--- config.mk ---
export PLATFORM = sky130hd
export DESIGN_NAME = inst_fetch_queue
export DESIGN_NICKNAME = d
export VERILOG_FILES = /design/src/rtl/inst_fetch_queue.sv
export SDC_FILE = /design/constraint.sdc
export NUM_CORES = 1
export LEC_CHECK = 0
export ABC_AREA = 1
export BUFFER_PORTS_ARGS = -buffer_cell sky130_fd_sc_hd__clkbuf_2
export CAP_MARGIN = 20
export CORE_MARGIN = 4
export CORE_UTILIZATION = 55
export CTS_CLUSTER_DIAMETER = 40
export CTS_CLUSTER_SIZE = 30
export DETAILED_ROUTE_END_ITERATION = 16
export PLACE_DENSITY_LB_ADDON = 0.15
export SYNTH_ARGS = -nofsm -noshare
export SYNTH_HDL_FRONTEND = slang
export SYNTH_SLANG_ARGS = --single-unit
--- constraint.sdc ---
create_clock -name clk -period 10.8 [get_ports clk]
set_clock_uncertainty 0.2 [all_clocks]
set_input_delay 1.62 -clock clk [delete_from_list [all_inputs] [get_ports clk]]
set_output_delay 1.62 -clock clk [all_outputs]
set_load 0.05 [all_outputs]
--- src/rtl/inst_fetch_queue.sv ---
// Instruction fetch queue: small first-word-fall-through FIFO of {pc, inst} pairs
// between fetch and decode, with synchronous flush on redirect.
module inst_fetch_queue #(
    parameter int          DEPTH    = 4,
    parameter logic [31:0] NOP_INST = 32'h00000013
) (
    input  logic                     clk,
    input  logic                     rst,
    input  logic                     flush,
    input  logic                     in_valid,
    input  logic [31:0]              in_pc,
    input  logic [31:0]              in_inst,
    output logic                     in_ready,
    output logic                     out_valid,
    output logic [31:0]              out_pc,
    output logic [31:0]              out_inst,
    input  logic                     out_ready,
    output logic [$clog2(DEPTH):0]   count
);
    localparam int AW = $clog2(DEPTH);
    localparam int CW = AW + 1;

    logic [63:0]   mem [DEPTH];
    logic [AW-1:0] head;
    logic [AW-1:0] tail;
    logic          push;
    logic          pop;

    // Handshake: a transfer happens on a rising edge when valid && ready are both
    // high (and flush is low); ready depends only on occupancy, never on the other side.
    assign in_ready  = (count < CW'(DEPTH));
    assign out_valid = (count != '0);
    assign push      = in_valid && in_ready && !flush;
    assign pop       = out_valid && out_ready && !flush;

    // Empty queue masks whatever stale entry sits under the head pointer.
    assign out_pc    = out_valid ? mem[head][63:32] : 32'h0;
    assign out_inst  = out_valid ? mem[head][31:0]  : NOP_INST;

    always_ff @(posedge clk) begin
        if (push) begin
            mem[tail] <= {in_pc, in_inst};
        end
    end

    always_ff @(posedge clk or posedge rst) begin
        if (rst) begin
            head  <= '0;
            tail  <= '0;
            count <= '0;
        end else if (flush) begin
            head  <= '0;
            tail  <= '0;
            count <= '0;
        end else begin
            if (push) tail <= tail + 1'b1;
            if (pop)  head <= head + 1'b1;
            case ({push, pop})
                2'b10:   count <= count + 1'b1;
                2'b01:   count <= count - 1'b1;
                default: count <= count;
            endcase
        end
    end
endmodule

==> results.yml, run 1 <==
power:
  ir_drop_uv: 180
  p_leak_uw: 0.00449
  power.switching_uw: 1050
  power_uw: 2980
  p_per_area_nw_per_um2: 243
  power_frac_clock: 0.347
  p_seq_frac: 0.396
  comb_power_share: 0.257
  p_int_uw: 1930
  p_sw_frac: 0.354
yosys:
  yosys_register_bits: 263
  synth-main-ff-cell: "edfxtp_1"
  synth_area_sq_um: 10400
  syn_inst: 814
  ys_top_cells_by_area: "edfxtp_1 74%, nor2_1 9.5%, o21ai_0 6.0%"
  synth_warnings: 0
  yosysTopAreaCell: "edfxtp_1"
  yosys-top-cells-count: "263 x nor2_1, 256 x edfxtp_1, 125 x o21ai_0"
  synth_cell_types: 23
  synth_nets: 888
  synth_seq_area_share: 0.759
  synth-edff-count: 256
  synth_top_cell_area_share: 0.742
  synth.most_common_cell: "nor2_1"
  avgSynthCellArea_sq_um: 12.7
  async_reset_ff_frac: 0.0266
clocking:
  cts_sinks: 263
  root_buffer: "clkbuf_16"
  post_cts_buffers: 0
  clk_latency_ns: 0.52
  clk_pin_slew_ns: 0.06
  cts_tree: "done"
  postCtsHoldBufs: 0
  cts_made_buffers: 31
  htreeDepth: 1
  post_cts_resized: 0
  clockBufferDepth: 3
setup_path:
  r2r_start: "count[2]"
  path_cells: "clkinv_2 -> buf_4 -> o21ai_0 -> a21oi_1 -> clkbuf_2"
  critPathBufInv: 3
  worstPathRequired_ns: 8.98
  reg2reg_slack_ns: 8.32
  critical-path-top-delay-family: "buffers and inverters"
  path_depth: 5
  worstRegToRegCells: 4
  worstPathMaxFanout: 81
  crit_start: "head[0]"
  slowest_delay_ns: 0.71
  rr_endpoint: "mem[1][47]"
  endpoint: "out_inst[5]"
  worstSetupPathType: "flop to primary output"
  cp.arrival_ns: 3.18
  crit_path_top_delay_cell: "buf_4"
  end_kind: "primary output"
  cp-start-kind: "flop"
detailed_routing:
  first_pass_iters: 6
  wire_per_inst_um: 18.4
  drtAntennaViolNets: 0
  vias: 6630
  routed_via_density: 5.53
  drt_wl_total_um: 22100
  post-route-drc-count: 0
  drtIter0Drc: 452
timing:
  fin_ws_ns: 5.80
  finalSetupViolCount: 0
  rsz0062_at_grt: "false"
  hold_viol: 0
  whs_ns: 0.375
  fmax_mhz: 200
  relSlewSlack: 0.341
  tightest_slew_ns: 0.988
  fin_crit_ns: 5.00
  drv_slew: 0
  tns_ns: 0
  period_share: 0.463
final_layout:
  fin_area_sq_um: 12300
  fin_nets: 1020
  layout-drive-gt1-share: 0.224
  fillCellCount: 1299
  syn2layout_area_growth_pct: 18.4
floorplan:
  ioPinCount: 138
  start_util: 0.567
  rows: 49
  core_sq_um: 18300
  dieWidth_um: 145
  die_h_um: 145
  dieArea_sq_um: 21100
placed_design:
  place_ws_ns: 6.37
  dpl_cell_area_sq_um: 11200
  gp_congestion: 0.731
  dp.final_hpwl_um: 11900
  portBuffers: 137
grt:
  antenna_found_initial: 1
  grt_max_degree: 105
  grt_overflow_total: 0
  grt_usage: 0.205
  grt_pass1_wl_um: 34900
  grt_pass1_vias: 6744
flow_run:
  maxCapViolCount: 0
min_path:
  worstHoldPathType: "flop to flop"
run_status:
  status: "finished, final reports clean"
## power groups by stage
| stage | Combinational [uW] | Clock (uW) | Sequential, uW |
|---|---|---|---|
| floorplan | 575 | 0 | 1200 |
| global placement | 752 | 0 | 1200 |
| detailed placement | 763 | 0 | 1200 |
| CTS | 767 | 1050 | 1180 |
| global route | 820 | 1100 | 1180 |
| finish | 765 | 1030 | 1180 |
## worst register-to-register path, stage by stage, from the launching register on
cell,delay (ns)
dfrtp_1,0.46
nor2_1,0.21
nand2_1,0.28
nor2_4,0.14
buf_4,0.74
## per-stage QoR
stage | instances | utilization
floorplan | 814 | -
global placement | 1141 | 0.612
detailed placement | 1141 | 0.612
CTS | 1198 | 0.669
global route | 1200 | 0.671
finish | 1200 | 0.671
## cells by family (layout without fill, tap and decap cells)
group,Yosys count,after routing,share of synthesized area
buffers and inverters,63,219,0.0304
XOR/XNOR,1,1,0.000846
flip-flops,263,263,0.759
other,0,1,0
adder cells (fa/ha/maj),5,5,0.00676
AND/OR/NAND/NOR,284,284,0.105
AO/OA/AOI/OAI,198,198,0.0978
## layer usage
| metal | track usage | share of wire |
|---|---|---|
| met5 | 0 | 0 |
| met4 | 0.0636 | 0.023 |
| met3 | 0.0427 | 0.066 |
| met2 | 0.361 | 0.50 |
| met1 | 0.258 | 0.41 |
## how the worst min path moves through the flow
| stage | cells past startpoint | slack (ns) | endpoint | from |
|---|---|---|---|---|
| after floorplan | 1 | 0.31 | tail[0] | tail[0] |
| after global placement | 1 | 0.34 | tail[0] | tail[0] |
| after detailed placement | 1 | 0.37 | tail[0] | tail[0] |
| after CTS | 1 | 0.38 | tail[0] | tail[0] |
| after global routing | 1 | 0.44 | tail[0] | tail[0] |
| final | 1 | 0.37 | tail[0] | tail[0] |
## placed cells by master, fill, tap and decap left out, types with 3 or more instances in the layout
| cell type | instances |
|---|---|
| ha_1 | 4 |
| o311ai_0 | 3 |
| inv_8 | 5 |
| edfxtp_1 | 256 |
| nand2_1 | 13 |
| nor2_4 | 4 |
| clkbuf_2 | 137 |
| dfrtp_1 | 5 |
| clkbuf_16 | 31 |
| inv_6 | 5 |
| o21ai_0 | 125 |
| buf_4 | 9 |
| nand3_1 | 5 |
| inv_1 | 11 |
| clkinv_2 | 5 |
| nor2_1 | 259 |
| bufinv_16 | 3 |
| clkinv_4 | 5 |
| a21oi_1 | 64 |
| inv_2 | 3 |
| clkinvlp_4 | 3 |
| o21ai_1 | 5 |
## flip-flops by register name, summed over array words and instances (netlist names)
signal  count
tail        2
mem       256
head        2
count       3
## area by class of cell
cell class	count	area [sq um]	area share
well taps	229	287	0.0234
multi-input cells	488	2210	0.180
repair buffers	147	781	0.0637
flip-flops and latches	263	7870	0.642
clock inverters	26	280	0.0229
inverters	15	57.6	0.00469
diodes	1	2.50	0.000204
clock buffers	31	776	0.0633
Power figures use the tool's default switching activity.
==> run 2: changes to the inputs <==
clock period = 4.7 ns   (was 10.8 ns; I/O delays follow)
==> run 2 against run 1 <==
Compared with the run above:
- sequential share of layout area fell by 0.55 points
- clock power rose to 2.5 times the previous value
- first-iteration DRC count rose by 15%
- highest routed layer unchanged
- via count rose by 0.33%
- critical endpoint is now out_pc[28]
==> results.yml, run 2 (synthesis results as in run 1) <==
setup_path:
  worstPathRequired_ns: 3.80
  r2r_start: "count[2]"
  reg2reg_slack_ns: 2.17
  cp-start-kind: "flop"
  rr_endpoint: "mem[0][25]"
  worstSetupPathType: "flop to primary output"
  critical-path-top-delay-family: "buffers and inverters"
  worstRegToRegCells: 4
  worstPathMaxFanout: 71
  end_kind: "primary output"
  crit_path_top_delay_cell: "dfrtp_4"
  path_cells: "buf_4 -> nor2_1 -> nor2_1 -> o21ai_0 -> a21oi_1 -> clkbuf_2"
  critPathBufInv: 2
  crit_top_cell: "nor2_1"
  crit_start: "head[0]"
  slowest_delay_ns: 0.90
  cp.arrival_ns: 2.98
final_layout:
  final_common_cell: "nor2_1"
  regMostFlops: "mem"
  largest_register_ffs: 256
  fin_nets: 1026
  layout-drive-gt1-share: 0.222
  fillCellCount: 1319
  reg.largest.list: "mem (256), count (3)"
  n_antenna_cell: 0
  fin_cells: 1206
  layout_common_cells: "259 x nor2_1, 256 x edfxtp_1, 137 x clkbuf_2"
  syn2layout_area_growth_pct: 19.4
  fin_area_sq_um: 12400
power:
  p_leak_uw: 0.00454
  power.switching_uw: 2430
  p_sw_frac: 0.342
  comb_power_share: 0.243
  ir_drop_uv: 421
  p_int_uw: 4670
  power_uw: 7090
  p_per_area_nw_per_um2: 574
  power_frac_clock: 0.369
  p_seq_frac: 0.387
detailed_routing:
  drt_wl_total_um: 22400
  post-route-drc-count: 0
  wire_per_inst_um: 18.6
  drtIter0Drc: 518
  drtAntennaViolNets: 0
  first_pass_iters: 4
  routed_via_density: 5.52
  vias: 6652
floorplan:
  core_sq_um: 18300
  ioPinCount: 138
  die_h_um: 145
  dieArea_sq_um: 21100
  start_util: 0.567
  dieWidth_um: 145
  rows: 49
timing:
  period_share: 0.826
  hold_viol: 0
  fin_crit_ns: 3.88
  relSlewSlack: 0.325
  fmax_mhz: 258
  drv_slew: 0
  tns_ns: 0
  whs_ns: 0.214
  tightest_slew_ns: 1.01
  rsz0062_at_grt: "false"
  finalSetupViolCount: 0
grt:
  grt_usage: 0.210
  grt_pass1_vias: 6618
  grt_overflow_total: 0
  grt_max_degree: 72
  antenna_found_initial: 0
  grt_pass1_wl_um: 35500
placed_design:
  dp_cells: 1144
  dp.final_hpwl_um: 12400
  dpl_cell_area_sq_um: 11200
  gp_congestion: 0.759
  portBuffers: 137
clocking:
  cts_made_buffers: 34
  root_buffer: "clkbuf_16"
  post_cts_buffers: 0
  cts_sinks: 263
  htreeDepth: 2
  clockBufferDepth: 3
  clk_latency_ns: 0.49
  cts_tree: "done"
  clk_pin_slew_ns: 0.06
min_path:
  hold_path.startpoint: "in_inst[17]"
  worstHoldPathType: "primary input to flop"
  whs_endpoint: "mem[0][17]"
  whs_path_depth: 1
flow_run:
  maxCapViolCount: 0
run_status:
  status: "finished, final reports clean"
-- run 2: cell count changes in the layout (fill, tap and decap cells not counted), moves of 2 or more --
cell	before	now
buf_4	9	12
clkinv_1	1	3
inv_8	5	0
clkbuf_1	0	4
clkbuf_16	31	35
bufinv_16	3	5
clkinv_4	5	3
-- run 2: per-stage QoR --
| step | utilization | worst slack, ns |
|---|---|---|
| after global placement | 0.613 | 1.34 |
| final | 0.677 | 0.817 |
| after detailed placement | 0.613 | 1.31 |
| after global routing | 0.677 | 0.523 |
| after floorplan | - | 0.323 |
| after CTS | 0.677 | 0.786 |
-- run 2: layer usage --
metal  track usage  share of wire  up-vias
met5             0              0        -
met4        0.0613          0.020        0
li1              -              -     3164
met1         0.272           0.41     3235
met3        0.0480          0.061       40
met2         0.359           0.51      213
-- run 2: power groups by stage --
stage | Combinational [uW] | Sequential (uW) | Clock (uW)
global route | 1850 | 2760 | 2750
global placement | 1710 | 2790 | 0
CTS | 1740 | 2750 | 2650
detailed placement | 1730 | 2800 | 0
finish | 1730 | 2750 | 2620
floorplan | 1320 | 2770 | 0
-- run 2: worst max path at each step --
| stage | end | cells after the start | slack (ns) |
|---|---|---|---|
| after floorplan | mem[0][0] | 4 | 0.32 |
| after global placement | out_pc[28] | 6 | 1.34 |
| final | out_pc[28] | 6 | 0.82 |
| after detailed placement | out_pc[28] | 6 | 1.31 |
| after global routing | out_pc[0] | 6 | 0.52 |
| after CTS | out_pc[28] | 6 | 0.79 |
-- run 2: cell type report --
cell class	count	area, sq um	area share
flip-flops and latches	263	7870	0.636
multi-input cells	488	2210	0.179
well taps	229	287	0.0232
clock inverters	22	268	0.0217
inverters	15	57.6	0.00465
repair buffers	150	786	0.0635
clock buffers	39	891	0.0720
-- run 2: timing repair --
action | in CTS | in global routing
endpoints found under the hold margin | 7 | 0
endpoints found under the setup margin | 0 | 0
hold buffers | 1 | 0
gates resized for setup | 0 | 0
-- run 2: worst reg2reg max path, delay by kind of cell, from the launching register on --
kind	cells	cell delay [ns]
DFF	1	0.45
and+or+nand+nor	3	0.71
buffers and inverters	1	0.73
